===== config.mk =====
export PLATFORM = sky130hd
export DESIGN_NAME = base_regfile
export DESIGN_NICKNAME = d
export VERILOG_FILES = /design/src/rtl/base_regfile.sv
export SDC_FILE = /design/constraint.sdc
export NUM_CORES = 1
export LEC_CHECK = 0
export ABC_AREA = 1
export BUFFER_PORTS_ARGS = -buffer_cell sky130_fd_sc_hd__buf_2
export CAP_MARGIN = 10
export CORE_ASPECT_RATIO = 1.1
export CORE_MARGIN = 1
export CORE_UTILIZATION = 48
export CTS_CLUSTER_DIAMETER = 200
export DETAILED_ROUTE_END_ITERATION = 8
export GPL_ROUTABILITY_DRIVEN = 0
export GPL_TIMING_DRIVEN = 1
export HOLD_SLACK_MARGIN = 0.02
export PLACE_DENSITY = 0.83
export SLEW_MARGIN = 20
export SYNTH_ARGS = -nofsm -noshare
export SYNTH_HDL_FRONTEND = slang
export SYNTH_SLANG_ARGS = --single-unit

===== constraint.sdc =====
create_clock -name ACLK -period 4 [get_ports ACLK]
set_input_delay 0.4 -clock ACLK [delete_from_list [all_inputs] [get_ports ACLK]]
set_output_delay 0.4 -clock ACLK [all_outputs]
set_load 0.005 [all_outputs]

===== src/rtl/base_regfile.sv =====
// base_regfile: register bank behind the AXI4-Lite front end (ID, LEDs, switches, buttons, IRQ, scratch, aux reset).
// Optional button debounce is built when BASE_REGFILE_DEBOUNCE_EN is defined.
module base_regfile #(
    parameter int          P_ADDR_WIDTH      = 8,
    parameter int          P_DATA_WIDTH      = 32,
    parameter int          P_NUM_LED         = 8,
    parameter int          P_NUM_SWITCH      = 8,
    parameter int          P_NUM_BUTTON      = 5,
    parameter logic [31:0] P_ID_VALUE        = 32'hB45E_0001,
    parameter int          P_AUX_RST_CYCLES  = 16,
    parameter int          P_DEBOUNCE_CYCLES = 1000
) (
    input  logic                      ACLK,
    input  logic                      ARESET,
    input  logic                      wr_req,
    input  logic [P_ADDR_WIDTH-1:0]   wr_addr,
    input  logic [P_DATA_WIDTH-1:0]   wr_data,
    input  logic [P_DATA_WIDTH/8-1:0] wr_strb,
    output logic                      wr_ack,
    output logic [1:0]                wr_resp,
    input  logic                      rd_req,
    input  logic [P_ADDR_WIDTH-1:0]   rd_addr,
    output logic                      rd_valid,
    output logic [P_DATA_WIDTH-1:0]   rd_data,
    output logic [1:0]                rd_resp,
    input  logic [P_NUM_SWITCH-1:0]   switches,
    input  logic [P_NUM_BUTTON-1:0]   buttons,
    output logic [P_NUM_LED-1:0]      leds,
    output logic                      irq,
    output logic                      aux_resetn
);

    localparam int STRB_W = P_DATA_WIDTH / 8;
    localparam int CNT_W  = (P_AUX_RST_CYCLES > 1) ? $clog2(P_AUX_RST_CYCLES) : 1;
    localparam logic [CNT_W-1:0] CNT_LOAD = CNT_W'(P_AUX_RST_CYCLES - 1);
    localparam logic [31:0] IRQ_MASK = {15'd0, 1'b1, 16'((17'd1 << P_NUM_BUTTON) - 17'd1)};
    localparam logic [1:0] RESP_OKAY   = 2'b00;
    localparam logic [1:0] RESP_SLVERR = 2'b10;
    localparam logic [2:0] A_ID = 3'd0, A_LED = 3'd1, A_SWITCH = 3'd2, A_BUTTON = 3'd3;
    localparam logic [2:0] A_IRQ_STATUS = 3'd4, A_IRQ_ENABLE = 3'd5, A_AUX = 3'd6, A_SCRATCH = 3'd7;

    function automatic logic [P_DATA_WIDTH-1:0] strb_mask(input logic [STRB_W-1:0] strb);
        logic [P_DATA_WIDTH-1:0] m;
        for (int b = 0; b < STRB_W; b++) begin
            m[8*b +: 8] = {8{strb[b]}};
        end
        return m;
    endfunction

    function automatic logic [P_DATA_WIDTH-1:0] merge_bytes(input logic [P_DATA_WIDTH-1:0] old_v,
                                                            input logic [P_DATA_WIDTH-1:0] new_v,
                                                            input logic [P_DATA_WIDTH-1:0] mask);
        return (old_v & ~mask) | (new_v & mask);
    endfunction

    typedef enum logic [0:0] {AUX_IDLE = 1'b0, AUX_PULSE = 1'b1} aux_state_e;

    logic [P_NUM_SWITCH-1:0] sw_meta_r, sw_sync_r, sw_prev_r;
    logic [P_NUM_BUTTON-1:0] btn_meta_r, btn_sync_r, btn_prev_r, btn_val_s;
    logic [P_NUM_LED-1:0]    led_r;
    logic [31:0]             scratch_r, irq_status_r, irq_en_r;
    logic [31:0]             wr_mask_s, irq_set_s, irq_clr_s, status_next_s, rd_mux_s;
    logic                    wr_mapped_s, rd_mapped_s, aux_trig_s;
    logic                    wr_ack_r, rd_valid_r, irq_r;
    logic [1:0]              wr_resp_r, rd_resp_r;
    logic [31:0]             rd_data_r;
    aux_state_e              aux_state_r, aux_state_next_s;
    logic [CNT_W-1:0]        aux_cnt_r, aux_cnt_next_s;
    logic                    aux_resetn_r, aux_resetn_next_s;
    logic                    unused_addr_s;

    assign unused_addr_s = ^{wr_addr[1:0], rd_addr[1:0]};
    assign wr_mapped_s   = (wr_addr[P_ADDR_WIDTH-1:5] == {(P_ADDR_WIDTH-5){1'b0}});
    assign rd_mapped_s   = (rd_addr[P_ADDR_WIDTH-1:5] == {(P_ADDR_WIDTH-5){1'b0}});
    assign wr_mask_s     = strb_mask(wr_strb);
    assign aux_trig_s    = wr_req && wr_mapped_s && (wr_addr[4:2] == A_AUX) && wr_strb[0] && wr_data[0];

    // Two-flop synchronisers plus the one-cycle-delayed copies used for edge/change detect
    always_ff @(posedge ACLK or posedge ARESET) begin
        if (ARESET) begin
            sw_meta_r  <= {P_NUM_SWITCH{1'b0}};
            sw_sync_r  <= {P_NUM_SWITCH{1'b0}};
            sw_prev_r  <= {P_NUM_SWITCH{1'b0}};
            btn_meta_r <= {P_NUM_BUTTON{1'b0}};
            btn_sync_r <= {P_NUM_BUTTON{1'b0}};
            btn_prev_r <= {P_NUM_BUTTON{1'b0}};
        end else begin
            sw_meta_r  <= switches;
            sw_sync_r  <= sw_meta_r;
            sw_prev_r  <= sw_sync_r;
            btn_meta_r <= buttons;
            btn_sync_r <= btn_meta_r;
            btn_prev_r <= btn_val_s;
        end
    end

`ifdef BASE_REGFILE_DEBOUNCE_EN
    localparam int DB_W = $clog2(P_DEBOUNCE_CYCLES + 1);
    logic [DB_W-1:0]         db_cnt_r [P_NUM_BUTTON];
    logic [P_NUM_BUTTON-1:0] btn_db_r;

    // Per-button stability counter; any bounce back to the debounced value restarts it
    always_ff @(posedge ACLK or posedge ARESET) begin
        if (ARESET) begin
            btn_db_r <= {P_NUM_BUTTON{1'b0}};
            for (int i = 0; i < P_NUM_BUTTON; i++) begin
                db_cnt_r[i] <= {DB_W{1'b0}};
            end
        end else begin
            for (int i = 0; i < P_NUM_BUTTON; i++) begin
                if (btn_sync_r[i] != btn_db_r[i]) begin
                    if (db_cnt_r[i] == DB_W'(P_DEBOUNCE_CYCLES - 1)) begin
                        btn_db_r[i] <= btn_sync_r[i];
                        db_cnt_r[i] <= {DB_W{1'b0}};
                    end else begin
                        db_cnt_r[i] <= db_cnt_r[i] + DB_W'(1);
                    end
                end else begin
                    db_cnt_r[i] <= {DB_W{1'b0}};
                end
            end
        end
    end

    assign btn_val_s = btn_db_r;
`else
    localparam int unused_db_cycles_c = P_DEBOUNCE_CYCLES;
    assign btn_val_s = btn_sync_r;
`endif

    // Status update: sets from input events win over a simultaneous W1C
    always_comb begin
        irq_set_s = 32'(btn_val_s & ~btn_prev_r) | {15'd0, |(sw_sync_r ^ sw_prev_r), 16'd0};
        if (wr_req && wr_mapped_s && (wr_addr[4:2] == A_IRQ_STATUS)) begin
            irq_clr_s = wr_data & wr_mask_s;
        end else begin
            irq_clr_s = 32'd0;
        end
        status_next_s = ((irq_status_r & ~irq_clr_s) | irq_set_s) & IRQ_MASK;
    end

    // Writable registers
    always_ff @(posedge ACLK or posedge ARESET) begin
        if (ARESET) begin
            led_r        <= {P_NUM_LED{1'b0}};
            scratch_r    <= 32'd0;
            irq_en_r     <= 32'd0;
            irq_status_r <= 32'd0;
        end else begin
            irq_status_r <= status_next_s;
            if (wr_req && wr_mapped_s) begin
                case (wr_addr[4:2])
                    A_LED:        led_r <= (led_r & ~wr_mask_s[P_NUM_LED-1:0])
                                           | (wr_data[P_NUM_LED-1:0] & wr_mask_s[P_NUM_LED-1:0]);
                    A_IRQ_ENABLE: irq_en_r  <= merge_bytes(irq_en_r, wr_data, wr_mask_s) & IRQ_MASK;
                    A_SCRATCH:    scratch_r <= merge_bytes(scratch_r, wr_data, wr_mask_s);
                    default:      ;
                endcase
            end
        end
    end

    // Read mux; unmapped addresses return zero
    always_comb begin
        rd_mux_s = 32'd0;
        case (rd_addr[4:2])
            A_ID:         rd_mux_s = P_ID_VALUE;
            A_LED:        rd_mux_s = 32'(led_r);
            A_SWITCH:     rd_mux_s = 32'(sw_sync_r);
            A_BUTTON:     rd_mux_s = 32'(btn_val_s);
            A_IRQ_STATUS: rd_mux_s = irq_status_r;
            A_IRQ_ENABLE: rd_mux_s = irq_en_r;
            A_SCRATCH:    rd_mux_s = scratch_r;
            default:      rd_mux_s = 32'd0;
        endcase
        if (!rd_mapped_s) begin
            rd_mux_s = 32'd0;
        end else begin
            rd_mux_s = rd_mux_s;
        end
    end

    // Single-cycle responses and the registered interrupt
    always_ff @(posedge ACLK or posedge ARESET) begin
        if (ARESET) begin
            wr_ack_r   <= 1'b0;
            wr_resp_r  <= RESP_OKAY;
            rd_valid_r <= 1'b0;
            rd_data_r  <= 32'd0;
            rd_resp_r  <= RESP_OKAY;
            irq_r      <= 1'b0;
        end else begin
            wr_ack_r   <= wr_req;
            wr_resp_r  <= (wr_req && !wr_mapped_s) ? RESP_SLVERR : RESP_OKAY;
            rd_valid_r <= rd_req;
            rd_data_r  <= rd_req ? rd_mux_s : 32'd0;
            rd_resp_r  <= (rd_req && !rd_mapped_s) ? RESP_SLVERR : RESP_OKAY;
            irq_r      <= |(irq_status_r & irq_en_r);
        end
    end

    // Aux reset FSM: state register
    always_ff @(posedge ACLK or posedge ARESET) begin
        if (ARESET) begin
            aux_state_r  <= AUX_IDLE;
            aux_cnt_r    <= {CNT_W{1'b0}};
            aux_resetn_r <= 1'b1;
        end else begin
            aux_state_r  <= aux_state_next_s;
            aux_cnt_r    <= aux_cnt_next_s;
            aux_resetn_r <= aux_resetn_next_s;
        end
    end

    // Aux reset FSM: next state; a trigger during the pulse reloads the counter
    always_comb begin
        aux_state_next_s = aux_state_r;
        aux_cnt_next_s   = aux_cnt_r;
        case (aux_state_r)
            AUX_IDLE: begin
                if (aux_trig_s) begin
                    aux_state_next_s = AUX_PULSE;
                    aux_cnt_next_s   = CNT_LOAD;
                end else begin
                    aux_state_next_s = AUX_IDLE;
                end
            end
            AUX_PULSE: begin
                if (aux_trig_s) begin
                    aux_cnt_next_s = CNT_LOAD;
                end else if (aux_cnt_r == {CNT_W{1'b0}}) begin
                    aux_state_next_s = AUX_IDLE;
                end else begin
                    aux_cnt_next_s = aux_cnt_r - CNT_W'(1);
                end
            end
            default: begin
                aux_state_next_s = AUX_IDLE;
                aux_cnt_next_s   = {CNT_W{1'b0}};
            end
        endcase
    end

    // Aux reset FSM: output, low while pulsing
    always_comb begin
        aux_resetn_next_s = 1'b1;
        case (aux_state_next_s)
            AUX_PULSE: aux_resetn_next_s = 1'b0;
            default:   aux_resetn_next_s = 1'b1;
        endcase
    end

    assign wr_ack     = wr_ack_r;
    assign wr_resp    = wr_resp_r;
    assign rd_valid   = rd_valid_r;
    assign rd_data    = rd_data_r;
    assign rd_resp    = rd_resp_r;
    assign leds       = led_r;
    assign irq        = irq_r;
    assign aux_resetn = aux_resetn_r;

endmodule


==> qor.yml <==
detailed_routing:
  via_per_inst: 5.10
  drt_pre_antenna_iters: 5
  post_drt_wl_per_cell_um: 14.4
  postRouteAntennaNets: 0
  routed_wl_um: 11500
  drc_errors: 0
  drtIter0Drc: 273
  vias: 4075
die:
  die_area_mm2: 0.0111
  rows: 39
  die_w_um: 101
  initial_core_util_pct: 49.4
  fp.dieH_um: 111
  core_mm2: 0.0104
  io-pin-count: 117
clock_network:
  root_buffer: "clkbuf_16"
  post_cts_resize_count: 0
  cts_buffers: 17
  clk_pin_slew_worst_paths_ns: 0.05
  htreeDepth: 4
  cts.sinks: 134
  holdBufCountCts: 0
  cts_buffer_depth: 2
  clock_latency_ns: 0.41
  postCtsSetupRepairBufs: 0
  cts_tree: "done"
power_and_ir_drop:
  p_per_area_mw_per_mm2: 526
  p_leak_nw: 3.40
  power_mw: 3.38
  irDropWorstVdd_mv: 0.325
synth:
  synthCells: 529
  synthMuxAreaShare_pct: 0
  yosys_register_bits: 134
  yosysWarnings: 0
  syn_area_per_cell_um2: 9.71
  synthAdderAreaFrac_pct: 0.487
  synth_compound_area_share_pct: 5.02
  synth_simple_gate_area_share_pct: 23.2
  yosysUniqueCellTypes: 30
  synth_area_mm2: 0.00514
  synthXorXnorAreaFrac_pct: 1.36
  synth-seq-area-share_pct: 65.3
  synth_top_family_by_area: "simple AND/OR/NAND/NOR gates"
grt:
  antenna_found_initial: 0
  grt_pass1_vias: 4041
  grt_max_degree: 85
  grt_pass1_wl_um: 19300
  grt_use_total_pct: 22.7
  gr-total-overflow: 0
worst_setup_path:
  setup.worst_path.class: "in -> reg"
  critPathLaunchType: "input pin"
  slowest_stage: "nor2_1"
  crit_fanout: 24
  crit_arrival_ns: 2.17
  crit_path_cell_trace: "buf_2 -> nor3_2 -> nand2_1 -> nor2_1 -> inv_1 -> a21oi_1"
  crit_start: "rd_addr[6]"
  worst_setup_path_end_kind: "register"
  cp.buffers_inverters: 2
  required_ns: 4.33
  critical-path-top-delay-family: "simple AND/OR/NAND/NOR gates"
  crit-reg2reg-launch: "aux_cnt_r[0]"
  slowest_delay_ns: 0.56
cells_and_area:
  n_antenna_cell: 0
  fillers: 828
  multi_input_area_mm2: 0.00155
  areaGrowthSynthToFinish_pct: 25.1
  layout.nets: 714
  seq_area_mm2: 0.00335
  finish.utilization_pct: 61.9
  layout-drive-gt1-share_pct: 24.2
  final_area_mm2: 0.00643
  final_cells: 799
sta:
  setup-tns-final_ns: 0
  rsz0062_at_grt: "no"
  hold_viol_final: 0
  setup_viol: 0
  max_freq_mhz: 542
  skew_ns: 0.00477
  worst_pin_slew_ns: 0.866
  fin_crit_sh_pct: 46.1
  fin_crit_ns: 1.85
  final_max_slew_viol_count: 0
  slew_headroom_pct: 42.1
outcome:
  status: "completed"
place:
  numPortBuffers: 110
  post_dp_cell_area_mm2: 0.00579
  dp.final_hpwl_um: 7630
  post-place-cells: 767
worst_hold_path:
  hp-class: "in -> reg"
  min_from: "buttons[2]"
run:
  drv_cap: 0
[per-stage QoR]
step           worst slack [ns]  hold slack, ns
6_report                   2.15          0.0939
5_1_grt                    1.98          0.0736
4_1_cts                    2.19          0.0808
3_5_place_dp               1.82           0.335
3_3_place_gp               1.88           0.331
2_1_floorplan            0.0189           0.331
[routing by layer]
layer / vias to the layer above / wire length [um] / share of wire, % / GRT usage [%]
li1: 1911 / - / - / -
met1: 1954 / 4390 / 38 / 27.7
met2: 181 / 5990 / 52 / 37.3
met3: 29 / 814 / 7.1 / 6.65
met4: 0 / 297 / 2.6 / 9.95
met5: - / 0 / 0 / 0
[path summary, 6_finish.rpt]
kind | endpoint | slack (ns) | cells after the start
hold / removal | btn_meta_r[2] | 0.09 | 1
setup / recovery | rd_data[3] | 2.15 | 6
hold reg to reg | sw_sync_r[3] | 0.34 | 0
max in group asynchronous | aux_resetn | 2.98 | 3
min in group asynchronous | sw_sync_r[6] | 0.11 | 2
setup reg to reg | aux_cnt_r[0] | 2.69 | 7
[synth_stat cells]
cell	number	area [um^2]
ha_1	2	25.0
o21ai_1	6	30.0
inv_2	1	3.75
o21ai_0	20	100
a22o_1	2	17.5
nor2_1	32	120
nor2_2	3	18.8
o211ai_1	1	7.51
a21oi_1	19	95.1
o21a_1	1	7.51
clkinv_1	1	3.75
buf_2	7	35.0
nor3_1	2	10.0
nand3_1	49	245
nor2_4	3	33.8
xor2_1	4	35.0
clkbuf_2	1	5.00
nand2_2	2	12.5
clkbuf_1	4	15.0
dfrtp_1	133	3330
xnor2_1	4	35.0
conb_1	1	3.75
buf_4	6	45.0
dfstp_2	1	26.3
nor3_2	2	20.0
buf_1	1	3.75
nand4_1	8	50.1
nand2_1	179	672
nand3_2	1	10.0
inv_1	33	124
[logic make-up after synthesis]
kind of cell	Yosys count
AOI/OAI and AO/OA	49
xor gates and xnor gates	8
adders and majority gates	2
buffers and inverters	54
DFF	134
other	1
and+or+nand+nor	281
[layout by cell type, fill, tap and decap left out]
master,instances
nor2_4,3
a21oi_1,19
buf_2,110
a22o_1,2
nand2_1,179
ha_1,2
o21ai_1,6
nand3_2,1
inv_1,32
clkbuf_16,17
xnor2_1,4
nand3_1,49
buf_4,3
dfrtp_1,133
nor3_1,2
clkinvlp_4,2
nor3_2,2
clkbuf_8,9
nor2_2,3
dfstp_2,1
clkinv_2,2
o21a_1,1
inv_6,1
xor2_1,4
nand2_2,2
nand4_1,8
clkinv_1,1
o21ai_0,20
conb_1,2
inv_2,1
nor2_1,32
o211ai_1,1
bufinv_16,2
[cell type report]
class                   count  area share, %
flip-flops and latches    134           52.2
multi-input cells         342           24.1
repair buffers            113           8.91
clock buffers              26           8.54
well taps                 143           2.78
inverters                  35           2.12
clock inverters             6           1.32
[report_power, final]
part / internal (mW) / switching (mW)
sequential: 1.45 / 0.0585
combinational: 0.100 / 0.172
clock: 1.07 / 0.535
total: 2.62 / 0.766
Power figures use the tool's default switching activity.
